File: config.mk
export PLATFORM = sky130hd
export DESIGN_NAME = writeback_unit
export DESIGN_NICKNAME = d
export VERILOG_FILES = /design/src/rtl/writeback_unit.sv
export SDC_FILE = /design/constraint.sdc
export NUM_CORES = 1
export LEC_CHECK = 0
export CAP_MARGIN = 20
export CORE_MARGIN = 2
export CORE_UTILIZATION = 40
export CTS_CLUSTER_SIZE = 20
export DETAILED_ROUTE_END_ITERATION = 16
export HOLD_SLACK_MARGIN = 0.1
export SLEW_MARGIN = 20
export SYNTH_ARGS = -nofsm -noshare
export SYNTH_HDL_FRONTEND = slang
export SYNTH_SLANG_ARGS = --single-unit
File: constraint.sdc
create_clock -name clk -period 10.25 [get_ports clk]
set_input_delay 2.05 -clock clk [delete_from_list [all_inputs] [get_ports clk]]
set_output_delay 2.05 -clock clk [all_outputs]
set_load 0.05 [all_outputs]
File: src/rtl/writeback_unit.sv
`default_nettype none
// +--------------------------------------------------------------------------+
// | writeback_unit: filters 4-lane execute bundles, queues them in a FIFO and |
// | drives the register-file writeback ports. Option macro: WB_BYPASS_EN.    |
// | Revision: 1.0                                                            |
// +--------------------------------------------------------------------------+
module writeback_unit #(
  parameter int DEPTH = 4
) (
  input  logic                     clk,
  input  logic                     rst,
  input  logic                     in_vld,
  output logic                     in_ready,
  input  logic                     in_1_vld,
  input  logic [3:0]               in_1_des,
  input  logic [31:0]              in_1_data,
  input  logic                     in_2_vld,
  input  logic [3:0]               in_2_des,
  input  logic [31:0]              in_2_data,
  input  logic                     in_3_vld,
  input  logic [3:0]               in_3_des,
  input  logic [31:0]              in_3_data,
  input  logic                     in_4_vld,
  input  logic [3:0]               in_4_des,
  input  logic [31:0]              in_4_data,
  input  logic                     hold,
  output logic                     back_1_vld,
  output logic [3:0]               back_1_des,
  output logic [31:0]              back_1_data,
  output logic                     back_2_vld,
  output logic [3:0]               back_2_des,
  output logic [31:0]              back_2_data,
  output logic                     back_3_vld,
  output logic [3:0]               back_3_des,
  output logic [31:0]              back_3_data,
  output logic                     back_4_vld,
  output logic [3:0]               back_4_des,
  output logic [31:0]              back_4_data,
  output logic [15:0]              pending,
  output logic [$clog2(DEPTH):0]   count
);

  localparam int AW = $clog2(DEPTH);
  localparam int CW = AW + 1;

  logic [3:0]        w_in_vld;
  logic [3:0][3:0]   w_in_des;
  logic [3:0][31:0]  w_in_data;
  logic [3:0]        w_flt_vld;

  logic              w_accept;
  logic              w_nonempty;
  logic              w_push;
  logic              w_pop;
  logic              w_bypass;

  logic [AW-1:0]     r_wr_ptr;
  logic [AW-1:0]     r_rd_ptr;
  logic [CW-1:0]     r_count;

  logic [3:0]        r_mem_vld  [DEPTH];
  logic [3:0][3:0]   r_mem_des  [DEPTH];
  logic [3:0][31:0]  r_mem_data [DEPTH];

  logic [3:0]        r_back_vld;
  logic [3:0][3:0]   r_back_des;
  logic [3:0][31:0]  r_back_data;

  logic [15:0]       w_pending;
  logic [AW-1:0]     w_idx;

  assign w_in_vld  = {in_4_vld, in_3_vld, in_2_vld, in_1_vld};
  assign w_in_des  = {in_4_des, in_3_des, in_2_des, in_1_des};
  assign w_in_data = {in_4_data, in_3_data, in_2_data, in_1_data};

  // A lane survives only if it targets a real register and no younger lane
  // in the same bundle writes the same register.
  for (genvar i = 0; i < 4; i++) begin : g_filter
    logic w_younger_hit;
    always_comb begin
      w_younger_hit = 1'b0;
      for (int j = i + 1; j < 4; j++) begin
        if (w_in_vld[j] && (w_in_des[j] == w_in_des[i])) begin
          w_younger_hit = 1'b1;
        end
      end
    end
    assign w_flt_vld[i] = w_in_vld[i] && (w_in_des[i] != 4'd0) && !w_younger_hit;
  end

  assign in_ready   = (r_count != CW'(DEPTH));
  assign w_accept   = in_vld && in_ready;
  assign w_nonempty = |w_flt_vld;
  assign w_pop      = !hold && (r_count != '0);

`ifdef WB_BYPASS_EN
  assign w_bypass = w_accept && w_nonempty && (r_count == '0) && !hold;
`else
  assign w_bypass = 1'b0;
`endif

  assign w_push = w_accept && w_nonempty && !w_bypass;

  // Payload storage needs no reset: occupancy is tracked by the pointers.
  always_ff @(posedge clk) begin
    if (w_push) begin
      r_mem_vld[r_wr_ptr]  <= w_flt_vld;
      r_mem_des[r_wr_ptr]  <= w_in_des;
      r_mem_data[r_wr_ptr] <= w_in_data;
    end
  end

  always_ff @(posedge clk or posedge rst) begin
    if (rst) begin
      r_wr_ptr    <= '0;
      r_rd_ptr    <= '0;
      r_count     <= '0;
      r_back_vld  <= '0;
      r_back_des  <= '0;
      r_back_data <= '0;
    end else begin
      if (w_push) begin
        r_wr_ptr <= r_wr_ptr + AW'(1);
      end
      if (w_pop) begin
        r_rd_ptr <= r_rd_ptr + AW'(1);
      end
      r_count <= r_count + CW'(w_push) - CW'(w_pop);

      if (w_pop) begin
        r_back_vld  <= r_mem_vld[r_rd_ptr];
        r_back_des  <= r_mem_des[r_rd_ptr];
        r_back_data <= r_mem_data[r_rd_ptr];
      end else if (w_bypass) begin
        r_back_vld  <= w_flt_vld;
        r_back_des  <= w_in_des;
        r_back_data <= w_in_data;
      end else begin
        r_back_vld  <= '0;
      end
    end
  end

  // Scan only occupied slots, walking forward from the head.
  always_comb begin
    w_pending = '0;
    w_idx     = '0;
    for (int k = 0; k < DEPTH; k++) begin
      if (CW'(k) < r_count) begin
        w_idx = r_rd_ptr + AW'(k);
        for (int l = 0; l < 4; l++) begin
          if (r_mem_vld[w_idx][l]) begin
            w_pending[r_mem_des[w_idx][l]] = 1'b1;
          end
        end
      end
    end
    for (int l = 0; l < 4; l++) begin
      if (r_back_vld[l]) begin
        w_pending[r_back_des[l]] = 1'b1;
      end
    end
    w_pending[0] = 1'b0;
  end

  assign pending     = w_pending;
  assign count       = r_count;

  assign back_1_vld  = r_back_vld[0];
  assign back_1_des  = r_back_des[0];
  assign back_1_data = r_back_data[0];
  assign back_2_vld  = r_back_vld[1];
  assign back_2_des  = r_back_des[1];
  assign back_2_data = r_back_data[1];
  assign back_3_vld  = r_back_vld[2];
  assign back_3_des  = r_back_des[2];
  assign back_3_data = r_back_data[2];
  assign back_4_vld  = r_back_vld[3];
  assign back_4_des  = r_back_des[3];
  assign back_4_data = r_back_data[3];

endmodule
`default_nettype wire
=== After elaboration in Yosys (flattened, before gate mapping) ===
Memories as Yosys holds them, arrays and structs flattened. A register that Yosys moved wholly into a read port is not among the register bits.
Cells that the tools add are included.

* Register bits after elaboration: 27
* Memory bits (writable): 592
* Bits of input ports: 152
* Output and inout port bits: 168
* Word-level logic and storage cells: 218
* Memories kept: 3

{| class="wikitable"
|+ Memory list
! name !! words !! bits a word !! rd ports !! clocked after memory_dff !! write ports !! line !! text
|-
| r_mem_data || 4 || 128 || 1 || 1 || 1 || 63 || <nowiki>logic [3:0][31:0] r_mem_data [DEPTH];</nowiki>
|-
| r_mem_des || 4 || 16 || 4 || 0 || 1 || 62 || <nowiki>logic [3:0][3:0] r_mem_des [DEPTH];</nowiki>
|-
| r_mem_vld || 4 || 4 || 4 || 0 || 1 || 61 || <nowiki>logic [3:0] r_mem_vld [DEPTH];</nowiki>
|}

* Add/sub/neg operators: 6
* Order comparisons: 44
* Equal/unequal tests: 7
* Mux-type cells: 85
* Bitwise gates (word level): 19
* Reduce and logical (&&, ||, !) cells: 46

{| class="wikitable"
|+ Operators with widths
! operator !! count
|-
| $mux W16 || 36
|-
| $or A16 B16 Y16 || 19
|-
| $lt A4 B5 Y1 const B || 20
|-
| $demux W1 S4 || 20
|-
| $ge A4 B1 Y1 const B || 20
|-
| $logic_and A1 B1 Y1 || 36
|-
| $mux W1 || 28
|-
| $eq A4 B4 Y1 || 6
|-
| $reduce_bool A4 Y1 || 4
|-
| $lt A1 B3 Y1 const A || 2
|-
| $lt A2 B3 Y1 const A || 2
|-
| $add A2 B1 Y2 const B || 2
|-
| $add A2 B2 Y2 const B || 2
|-
| $logic_not A1 Y1 || 4
|-
| $mux W4 || 1
|-
| $reduce_or A4 Y1 || 1
|-
| $add A3 B1 Y3 || 1
|-
| $ne A3 B3 Y1 const B || 1
|-
| $reduce_bool A3 Y1 || 1
|-
| $sub A3 B1 Y3 || 1
|}

=== Longest topological paths before layout ===
Gate-level depths: netlist of run 1.
An unclocked memory read counts as a cell.

* Depth after elaboration: 60
* Depth in mapped cells: 12
* Depth with buffers taken out: 12

=== Least setup slack after synthesis of run 1 ===
No wires, ideal clock.

* Path type: input port to flip-flop
* From: input in_2_des[2]
* To: memory r_mem_data[0][0] (netlist bit) (enable)
* Setup time: 525 ps
* Arrival time: 6500 ps
* Data required time: 9725 ps
* Setup slack: 3225 ps
* Stages: 6
* Path buffers: 0
* Cells stage by stage: xnor2_1 nand2_1 nor4_1 nor4_1 o41a_1 and2_1

* Word-level cells in the longest chain between the ends: 11
* Elaborated cells between the ends (all ways): 21
* Those cells by class: 3 x eq/ne; 7 x mux; 11 x reduce/logical

{| class="wikitable"
|+ Ends and longest elaborated chain
! what !! line !! text
|-
| from (decl) || 18 || <nowiki>input logic [3:0] in_2_des,</nowiki>
|-
| $eq A4 B4 Y1 || 83 || <nowiki>if (w_in_vld[j] && (w_in_des[j] == w_in_des[i])) begin</nowiki>
|-
| $logic_and A1 B1 Y1 || 83 ||
|-
| $mux W1 (3 in a row) || 83 ||
|-
| $logic_not A1 Y1 || 88 || <nowiki>assign w_flt_vld[i] = w_in_vld[i] && (w_in_des[i] != 4'd0) && !w_younger_hit;</nowiki>
|-
| $logic_and A1 B1 Y1 || 88 ||
|-
| via w_flt_vld[0] || 49 || <nowiki>logic [3:0] w_flt_vld;</nowiki>
|-
| $reduce_or A4 Y1 || 93 || <nowiki>assign w_nonempty = |w_flt_vld;</nowiki>
|-
| $logic_and A1 B1 Y1 || 102 || <nowiki>assign w_push = w_accept && w_nonempty && !w_bypass;</nowiki>
|-
| $mux W1 || 106 || <nowiki>if (w_push) begin</nowiki>
|-
| $mux W1 (not written as such) || 109 || <nowiki>r_mem_data[r_wr_ptr] <= w_in_data;</nowiki>
|-
| to (decl) || 63 ||
|}

The timed path passes the listed nets, and every way through them passes these cells.

=== Worst setup path after layout of run 1 ===
* From: register r_rd_ptr[0]
* To: output pending[2]

* Word-level cells in the longest chain between the ends: 60
* Elaborated cells between the ends (all ways): 140
* Those cells by class: 3 x add/sub; 32 x order compare; 68 x mux; 19 x bitwise; 16 x reduce/logical; 2 x memory

{| class="wikitable"
|+ Ends and longest elaborated chain
! what !! line !! text
|-
| from (decl) || 58 || <nowiki>logic [AW-1:0] r_rd_ptr;</nowiki>
|-
| from (signal assigned) || 126 || <nowiki>r_rd_ptr <= r_rd_ptr + AW'(1);</nowiki>
|-
| $mem_v2 Z4 W16 || -- ||
|-
| $lt A4 B5 Y1 (not written as such) / $ge A4 B1 Y1 (equally long branches) || 153 || <nowiki>w_pending[r_mem_des[w_idx][l]] = 1'b1;</nowiki>
|-
| $logic_and A1 B1 Y1 (not written as such) || 153 ||
|-
| $mux W1 (not written as such) || 153 ||
|-
| $demux W1 S4 || 153 ||
|-
| $mux W16 || 152 || <nowiki>if (r_mem_vld[w_idx][l]) begin</nowiki>
|-
| $mux W16 || 149 || <nowiki>if (CW'(k) < r_count) begin</nowiki>
|-
| $or A16 B16 Y16 (no line) || -- ||
|-
| (+44 left out) || -- ||
|-
| $or A16 B16 Y16 (no line) || -- ||
|-
| $mux W16 * || 159 || <nowiki>if (r_back_vld[l]) begin</nowiki>
|-
| $or A16 B16 Y16 (no line) || -- ||
|-
| $mux W16 * || 159 ||
|-
| $or A16 B16 Y16 (no line) || -- ||
|-
| $mux W16 * || 159 ||
|-
| $or A16 B16 Y16 (no line) || -- ||
|-
| $mux W16 * || 159 ||
|-
| to (decl) || 39 || <nowiki>output logic [15:0] pending,</nowiki>
|}

Mark *: on every way between the ends. The rest lies on a longest branch, timed or not. The select of a mux whose other input is x is not followed.

==> results.json, run 1 <==
{
  "finalHoldViolations": 0,
  "cp_max_fo": 44,
  "seqCellArea_mm2": 0.0217,
  "synth.net_count": 1842,
  "routabilityCongestion": 0.933,
  "synth_top_area_cell": "edfxtp_1",
  "avgSynthCellArea_um2": 18.8,
  "cts_resized": 0,
  "num-fill-cells": 6594,
  "io_pins": 320,
  "design.core.area_mm2": 0.0786,
  "multi_input_area_mm2": 0.00958,
  "clockRootBuffer": "clkbuf_16",
  "crit_required_ns": 8.20,
  "synth_top_family_by_area": "multiplexers",
  "fin_crit_sh": 0.703,
  "layout.cells.non_filler": 3143,
  "layout_commonest_cell": "edfxtp_1",
  "fp.dieH_um": 285,
  "final_cell_mix": "592 x edfxtp_1, 318 x clkdlybuf4s50_1, 208 x mux4_2, 153 x dfrtp_1, 145 x mux2_2",
  "yosys.area_share.adder": 0.00380,
  "cts_made_buffers": 77,
  "reg2regPathDepth": 6,
  "dr.first_iter.drc_count": 1477,
  "synthCells": 1681,
  "max-vdd-ir-drop_mv": 0.261,
  "hpwl_um": 58100,
  "tritoncts": "done",
  "nNetsFinal": 2189,
  "finalMaxSlewViolations": 0,
  "top_layer": "met5",
  "grt_max_degree": 112,
  "finalCriticalPeriod_ns": 7.21,
  "final_antenna_net_count": 0,
  "grt_antenna_before_repair": 14,
  "critPathArrivalTime_ns": 5.16,
  "ys_top_cells_by_area": "edfxtp_1 56%, mux4_2 15%, dfrtp_1 12%",
  "syn-cell-area_mm2": 0.0316,
  "synth_top_area_share": 0.562,
  "dp_cells": 2999,
  "finClkSkew_ns": 0.0317,
  "whs_path_depth": 1,
  "status": "complete, no violations",
  "initial_core_util": 0.402,
  "cts.clk_slew.worst_paths_ns": 0.06,
  "layout-drive-gt1-share": 0.250,
  "synth_compound_area_frac": 0.0428,
  "yosys_warnings": 0,
  "vias": 18000,
  "viasPerCell": 5.73,
  "synth-seq-cells": 747,
  "drtPass1Iterations": 7,
  "async_flop_share": 0.207,
  "dr_wl_met2_um": 42500,
  "synthMuxAreaShare": 0.200,
  "power_density_mw_per_mm2": 358,
  "worstSetupPathType": "reg -> out",
  "setup_viol": 0,
  "antennaDiodeCount": 0,
  "grt_overflow": 0,
  "grt_pass1_vias": 18700,
  "grt_pass1_wl_um": 128000,
  "insertion_delay_ns": 0.62,
  "yosysUniqueCellTypes": 59,
  "yosys.area_share.simple": 0.0477,
  "min_path_type": "reg -> reg",
  "setup_tns_ns": 0,
  "rsz0062_at_grt": "no",
  "wire_per_inst_um": 27.9,
  "hold_buffers": 0,
  "end_kind": "output port",
  "drc_errors": 0,
  "postCtsSetupRepairBufs": 0,
  "wl_met3_um": 7530,
  "cts_num_sinks": 747,
  "io_buffers": 318,
  "startpoint_type": "flip-flop",
  "synth_edf_count": 592,
  "worst-slew-pin-transition_ns": 1.03,
  "dieArea_mm2": 0.0813,
  "slew_headroom": 0.316,
  "yosys.area_share.xor_xnor": 0.00775,
  "p_leak_nw": 12.8,
  "yosysSeqAreaShare": 0.685,
  "die_w_um": 285,
  "synthToLayoutAreaGrowth_pct": 22.3,
  "timing.fmax_mhz": 139,
  "synth_top_flop_cell": "edfxtp_1",
  "finalWirelength_um": 87800,
  "max_cap_violations": 0,
  "h-tree-depth": 3,
  "wirelength_met1_um": 34200,
  "cts_max_path_buffers": 3,
  "grt_usage": 0.214,
  "row_count": 103
}
power breakdown:
| part | total [mW] | switching (mW) | internal, mW | leakage, nW |
|---|---|---|---|---|
| logic | 6.34 | 3.92 | 2.42 | 4.25 |
| clock network | 2.92 | 1.17 | 1.75 | 1.31 |
| registers | 4.60 | 0.507 | 4.10 | 7.23 |
| total | 13.9 | 5.60 | 8.26 | 12.8 |
sequential cells by signal (all words and copies together) (netlist names):
| register | cells |
|---|---|
| r_wr_ptr | 2 |
| r_mem_des | 64 |
| back_2_data | 32 |
| r_back_vld | 4 |
| back_4_data | 32 |
| back_1_des | 4 |
| r_mem_data | 512 |
| back_1_data | 32 |
| back_3_data | 32 |
| back_4_des | 4 |
| r_rd_ptr | 2 |
| r_mem_vld | 16 |
| count | 3 |
| back_2_des | 4 |
| back_3_des | 4 |
worst paths after layout:
kind,start,endpoint,slack [ns]
min,back_4_data[9],back_4_data[9],0.50
min in group asynchronous,rst,back_3_data[7],1.91
max reg2reg,count[0],r_mem_data[0][53],6.45
min reg2reg,back_4_data[9],back_4_data[9],0.50
max,r_rd_ptr[0],pending[2],3.04
max in group asynchronous,rst,r_rd_ptr[1],6.87
metal layers:
metal  global-route usage  vias up
li1                     -     7712
met1                0.267     9392
met2                0.350      680
met3               0.0678      184
met4               0.0844       26
met5                    0        -
worst max-delay path, stage by stage, from the launching register on:
cell             delay, ns
dfrtp_4               0.95
buf_4                 0.70
mux4_2                0.72
or3b_2                0.55
o22ai_1               0.27
a211oi_1              0.13
o2111ai_1             0.31
clkdlybuf4s50_1       0.87
metrics by stage:
step	utilization	hold slack, ns	total power, mW	worst slack [ns]	area, µm²
3_3_place_gp	0.458	0.488	11.1	3.57	36000
3_5_place_dp	0.458	0.494	11.1	3.55	36000
4_1_cts	0.492	0.509	14.0	2.91	38700
6_report	0.492	0.504	13.9	3.04	38700
5_1_grt	0.492	0.521	14.5	2.73	38700
2_1_floorplan	-	0.534	8.86	3.23	31600
final cells by class:
class,count,share of cell area
repair buffers,337,0.0876
clock buffers,108,0.0570
inverters,14,0.00149
well taps,1050,0.0340
clock inverters,36,0.0123
multi-input cells,851,0.248
flip-flops and latches,747,0.560
synth_stat cells (24+ instances only):
cell type,n
clkbuf_1,30
mux2_2,145
nor3_1,24
nand2_1,31
nand2b_1,40
dfrtp_1,155
nor2_1,27
edfxtp_1,592
nand3b_1,35
o21ai_0,34
o22ai_1,112
mux4_2,208
cell families (layout without fill, tap and decap cells):
family | Yosys count | in the layout
adders and majority gates | 9 | 9
and+or+nand+nor | 256 | 256
muxes | 353 | 353
xor gates and xnor gates | 28 | 28
DFF | 747 | 747
other | 1 | 1
buffers and inverters | 83 | 495
AOI/OAI and AO/OA | 204 | 204
(Power assumes the default switching activity.)
==> inputs of run 2 (changes only) <==
Clock period 10.25 ns to 6.7 ns, I/O delays scaled along.
==> run 2 against run 1 <==
Net effect: setup slack got worse by 2.5 ns; flip-flop and latch count did not move; clock skew rose by 0.027 ns; final cell count rose by 0.48%; clock-buffer cell count rose by 9; clock power rose by 51%; combinational power rose by 55%; worst hold slack got worse by 0.00088 ns; critical endpoint is now pending[1]; non-clock buffer count rose by 10; routed wire length fell by 1.6%.
==> results.json, run 2 (same netlist as run 1, synthesis figures left out) <==
{
  "power.switching_mw": 8.61,
  "slowest_delay_ns": 0.81,
  "switching_share": 0.405,
  "cp_num_buf_inv": 3,
  "fp.dieH_um": 285,
  "routabilityCongestion": 0.974,
  "slowest_stage": "clkdlybuf4s50_1",
  "grt_pass1_vias": 18600,
  "power_density_mw_per_mm2": 547,
  "final_antenna_net_count": 0,
  "vias": 18100,
  "critPathArrivalTime_ns": 4.77,
  "status": "complete, no violations",
  "end_kind": "output port",
  "grt_pass1_wl_um": 127000,
  "worstReg2RegStart": "count[0]",
  "top_register": "r_mem_data",
  "cts_made_buffers": 79,
  "num-fill-cells": 6540,
  "reg_top3": "r_mem_data: 512 flops, r_mem_des: 64 flops",
  "drc_errors": 0,
  "h-tree-depth": 3,
  "finalWirelength_um": 86300,
  "crit_start": "r_rd_ptr[0]",
  "p_leak_nw": 12.9,
  "p_total_mw": 21.2,
  "grt_antenna_before_repair": 18,
  "nNetsFinal": 2201,
  "grtUsageMet2": 0.338,
  "postCtsSetupRepairBufs": 0,
  "r2r_slack_ns": 3.26,
  "finClkSkew_ns": 0.0585,
  "r2r-end": "r_mem_des[1][4]",
  "hold_buffers": 0,
  "cts_resized": 0,
  "grt_overflow": 0,
  "timing.fmax_mhz": 164,
  "hpwl_um": 58000,
  "dr.first_iter.drc_count": 1728,
  "grt_max_degree": 151,
  "crit_family": "buffers and inverters",
  "setup_viol": 0,
  "p_comb_frac": 0.461,
  "finalMaxSlewViolations": 0,
  "p_clk_frac": 0.208,
  "multi_input_area_mm2": 0.00958,
  "p_int_mw": 12.6,
  "slew_headroom": 0.235,
  "max-vdd-ir-drop_mv": 0.415,
  "seqCellArea_mm2": 0.0217,
  "cts_max_path_buffers": 3,
  "largest_reg_flops": 512,
  "finalCriticalPeriod_ns": 6.11,
  "clockRootBuffer": "clkbuf_16",
  "worst-slew-pin-transition_ns": 1.15,
  "finalHoldViolations": 0,
  "rsz0062_at_grt": "no",
  "use_met3": 0.0592,
  "initial_core_util": 0.402,
  "layout-drive-gt1-share": 0.253,
  "path_depth": 9,
  "layout_commonest_cell": "edfxtp_1",
  "min_path_type": "reg -> reg",
  "final_cell_mix": "592 x edfxtp_1, 318 x clkdlybuf4s50_1, 208 x mux4_2, 153 x dfrtp_1, 145 x mux2_2",
  "cts.clk_slew.worst_paths_ns": 0.06,
  "worstSetupPathType": "reg -> out",
  "drtPass1Iterations": 5,
  "cts_num_sinks": 747,
  "cp_max_fo": 31,
  "path_cells": "buf_12 > buf_4 > mux4_2 > or3b_2 > o22ai_1 > a221oi_1 > o2111ai_1 > or4_1 > clkdlybuf4s50_1",
  "setup_tns_ns": 0,
  "tritoncts": "done",
  "row_count": 103,
  "io_buffers": 318,
  "setup_slack_ns": 0.590,
  "holdWs_ns": 0.503,
  "insertion_delay_ns": 0.64,
  "design.core.area_mm2": 0.0786,
  "viasPerCell": 5.72,
  "grt_usage": 0.211,
  "fin_crit_sh": 0.912,
  "io_pins": 320,
  "dp_slack_ns": 1.10,
  "reg2regPathDepth": 6,
  "utilization": 0.494,
  "startpoint_type": "flip-flop",
  "die_w_um": 285,
  "wire_per_inst_um": 27.3,
  "grt_busiest_layer": "met2",
  "max_cap_violations": 0,
  "dieArea_mm2": 0.0813,
  "crit_required_ns": 5.36,
  "synthToLayoutAreaGrowth_pct": 22.8,
  "globalRouteMet1Util": 0.285,
  "crit_end": "pending[1]",
  "pwr-share-seq": 0.331
}
==> run 2: power by group through the flow <==
stage	registers (mW)	clock network [mW]	logic, mW
floorplan	8.49	0	5.06
global placement	7.07	0	9.86
detailed placement	7.11	0	9.83
CTS	7.03	4.53	9.86
global route	7.15	4.70	10.3
finish	7.02	4.42	9.80
==> run 2: how the worst min path moves through the flow <==
stage                    startpoint              end  cells after the start
floorplan               r_wr_ptr[1]      r_wr_ptr[1]                      1
global placement     back_1_data[6]   back_1_data[6]                      1
detailed placement  back_2_data[17]  back_2_data[17]                      1
CTS                 back_2_data[21]  back_2_data[21]                      1
global route         back_3_data[0]   back_3_data[0]                      1
finish              back_2_data[17]  back_2_data[17]                      1
==> run 2: routing by layer <==
layer / wire (µm) / vias to the layer above
met5: 194 / -
met4: 2140 / 30
met3: 6540 / 162
met2: 41700 / 629
met1: 35800 / 9525
li1: - / 7727
==> run 2: layout make-up <==
class | instances | area share
sequential | 747 | 0.558
multi-input combinational | 851 | 0.247
timing repair buffer | 347 | 0.0908
clock buffer | 117 | 0.0582
tap | 1050 | 0.0338
clock inverter | 30 | 0.0110
inverter | 14 | 0.00148
antenna | 2 | 0.000129
==> run 2: metrics by stage <==
stage / instances / cell area (µm²)
after floorplan: 1681 / 31600
after global placement: 3008 / 36100
after detailed placement: 3008 / 36100
after CTS: 3155 / 38800
after global routing: 3157 / 38800
final: 3158 / 38800
==> inputs of run 3 (changes only) <==
Settings changed: PLACE_DENSITY_LB_ADDON from default to 0.12.
==> run 3 against run 2 <==
Net effect: critical endpoint is now pending[11]; maximum frequency is 1.8% higher; total power grew 1.6%; flip-flop and latch count unchanged; sequential power down 2%; final cell count is 0.35% higher; register-to-register slack improved by 0.17 ns; first-iteration DRC count fell by 27%; die area stayed put; utilization increased by 0.41 points; clock power rose by 7.2%; clock skew down 0.030 ns; largest power group unchanged.
==> results.json, run 3 (same netlist as run 1, synthesis figures left out) <==
{
  "initial_core_util": 0.402,
  "top_register": "r_mem_data",
  "grt_pass1_vias": 18700,
  "cts_num_sinks": 747,
  "p_clk_frac": 0.220,
  "clockRootBuffer": "clkbuf_16",
  "grt_pass1_wl_um": 126000,
  "crit_start": "r_rd_ptr[0]",
  "finalHoldViolations": 0,
  "setup_tns_ns": 0,
  "startpoint_type": "flip-flop",
  "cts_max_path_buffers": 3,
  "layout_commonest_cell": "edfxtp_1",
  "grt_max_degree": 105,
  "max_cap_violations": 0,
  "setup_viol": 0,
  "hold_start": "back_4_data[9]",
  "die_w_um": 285,
  "finClkSkew_ns": 0.0284,
  "dr.first_iter.drc_count": 1253,
  "cts_resized": 0,
  "hold_buffers": 0,
  "finalWirelength_um": 85900,
  "hpwl_um": 56700,
  "finalMaxSlewViolations": 0,
  "power.switching_mw": 8.66,
  "insertion_delay_ns": 0.65,
  "num-fill-cells": 6560,
  "slowest_delay_ns": 0.71,
  "design.core.area_mm2": 0.0786,
  "nNetsFinal": 2209,
  "utilization": 0.498,
  "switching_share": 0.402,
  "drtPass1Iterations": 5,
  "fin_crit_sh": 0.895,
  "rsz0062_at_grt": "no",
  "seqCellArea_mm2": 0.0217,
  "hold_end": "back_4_data[9]",
  "drc_errors": 0,
  "row_count": 103,
  "min_path_type": "reg -> reg",
  "grt_overflow": 0,
  "viasPerCell": 5.66,
  "pwr-share-seq": 0.320,
  "p_leak_nw": 13.0,
  "slew_headroom": 0.253,
  "worstSetupPathType": "reg -> out",
  "routabilityCongestion": 0.917,
  "cts.clk_slew.worst_paths_ns": 0.06,
  "status": "complete, no violations",
  "p_comb_frac": 0.460,
  "dieArea_mm2": 0.0813,
  "reg_top3": "r_mem_data: 512 flops, r_mem_des: 64 flops",
  "final_cell_mix": "592 x edfxtp_1, 318 x clkdlybuf4s50_1, 208 x mux4_2, 153 x dfrtp_1, 145 x mux2_2",
  "p_int_mw": 12.9,
  "io_buffers": 318,
  "io_pins": 320,
  "timing.fmax_mhz": 167,
  "slowest_stage": "clkdlybuf4s50_1",
  "end_kind": "output port",
  "multi_input_area_mm2": 0.00958,
  "layout-drive-gt1-share": 0.258,
  "fp.dieH_um": 285,
  "crit_required_ns": 5.36,
  "postCtsSetupRepairBufs": 0,
  "h-tree-depth": 3,
  "max-vdd-ir-drop_mv": 0.396,
  "worstReg2RegStart": "r_rd_ptr[1]",
  "grt_antenna_before_repair": 11,
  "cts_made_buffers": 83,
  "finalCriticalPeriod_ns": 6.00,
  "cp_max_fo": 78,
  "whs_path_depth": 1,
  "largest_reg_flops": 512,
  "wire_per_inst_um": 27.1,
  "r2r-end": "back_2_data[27]",
  "final_antenna_net_count": 0,
  "tritoncts": "done",
  "r2r_slack_ns": 3.43,
  "synthToLayoutAreaGrowth_pct": 23.8,
  "critPathArrivalTime_ns": 4.66,
  "grt_usage": 0.211,
  "reg2regPathDepth": 4,
  "power_density_mw_per_mm2": 551,
  "worst-slew-pin-transition_ns": 1.12,
  "path_cells": "buf_12 > mux4_2 > nand3b_1 > o22ai_1 > o21ai_0 > o2111ai_1 > or3_1 > clkdlybuf4s50_1",
  "vias": 17900
}
-- run 3: cell types whose count changed in the layout (fill, tap and decap cells not counted), moves of 4 or more --
| cell | previous run | this run |
|---|---|---|
| clkbuf_8 | 14 | 10 |
| clkbuf_16 | 79 | 84 |
| buf_12 | 10 | 16 |
| bufinv_16 | 6 | 11 |
| clkbuf_1 | 24 | 17 |
-- run 3: final cells by class --
type,instances,share of cell area
antenna,2,0.000128
clock buffer,111,0.0588
clock inverter,43,0.0154
inverter,14,0.00147
multi-input combinational,851,0.245
sequential,747,0.553
tap,1050,0.0336
timing repair buffer,351,0.0927
-- run 3: power by group through the flow --
| stage | Clock, mW | Sequential, mW | Combinational [mW] |
|---|---|---|---|
| 4_1_cts | 4.86 | 6.92 | 10.0 |
| 5_1_grt | 5.05 | 7.04 | 10.5 |
| 3_3_place_gp | 0 | 6.95 | 10.0 |
| 6_report | 4.74 | 6.90 | 9.92 |
| 2_1_floorplan | 0 | 8.49 | 5.06 |
| 3_5_place_dp | 0 | 7.00 | 9.97 |
-- run 3: stage by stage --
step           std cells  setup WS (ns)  hold WS, ns  area, µm²  power, mW
2_1_floorplan       1681          0.385        0.534      31600       13.6
3_3_place_gp        3013           1.32        0.489      36200       17.0
3_5_place_dp        3013           1.33        0.494      36200       17.0
4_1_cts             3167          0.651        0.508      39200       21.8
5_1_grt             3168          0.410        0.515      39200       22.5
6_report            3169          0.700        0.503      39200       21.6
-- run 3: layer usage --
layer / GRT usage / part of all wire / up-vias
li1: - / - / 7746
met1: 0.271 / 0.41 / 9466
met2: 0.343 / 0.49 / 587
met3: 0.0705 / 0.081 / 130
met4: 0.0609 / 0.025 / 16
met5: 0 / 0.0012 / -
-- run 3: worst max-delay path, delay by kind of cell (launching register included) --
family,cells,cell delay [ns]
flip-flops,1,0.62
AO/OA/AOI/OAI,3,0.91
buffers and inverters,2,1.21
multiplexers,1,0.63
AND/OR/NAND/NOR,2,0.63
-- run 3: worst max path at each step --
stage,end,slack (ns),depth (start not counted)
finish,pending[11],0.70,8
global route,pending[9],0.41,8
CTS,pending[11],0.65,8
detailed placement,pending[11],1.33,8
global placement,pending[14],1.32,7
floorplan,r_mem_data[0][0],0.39,6
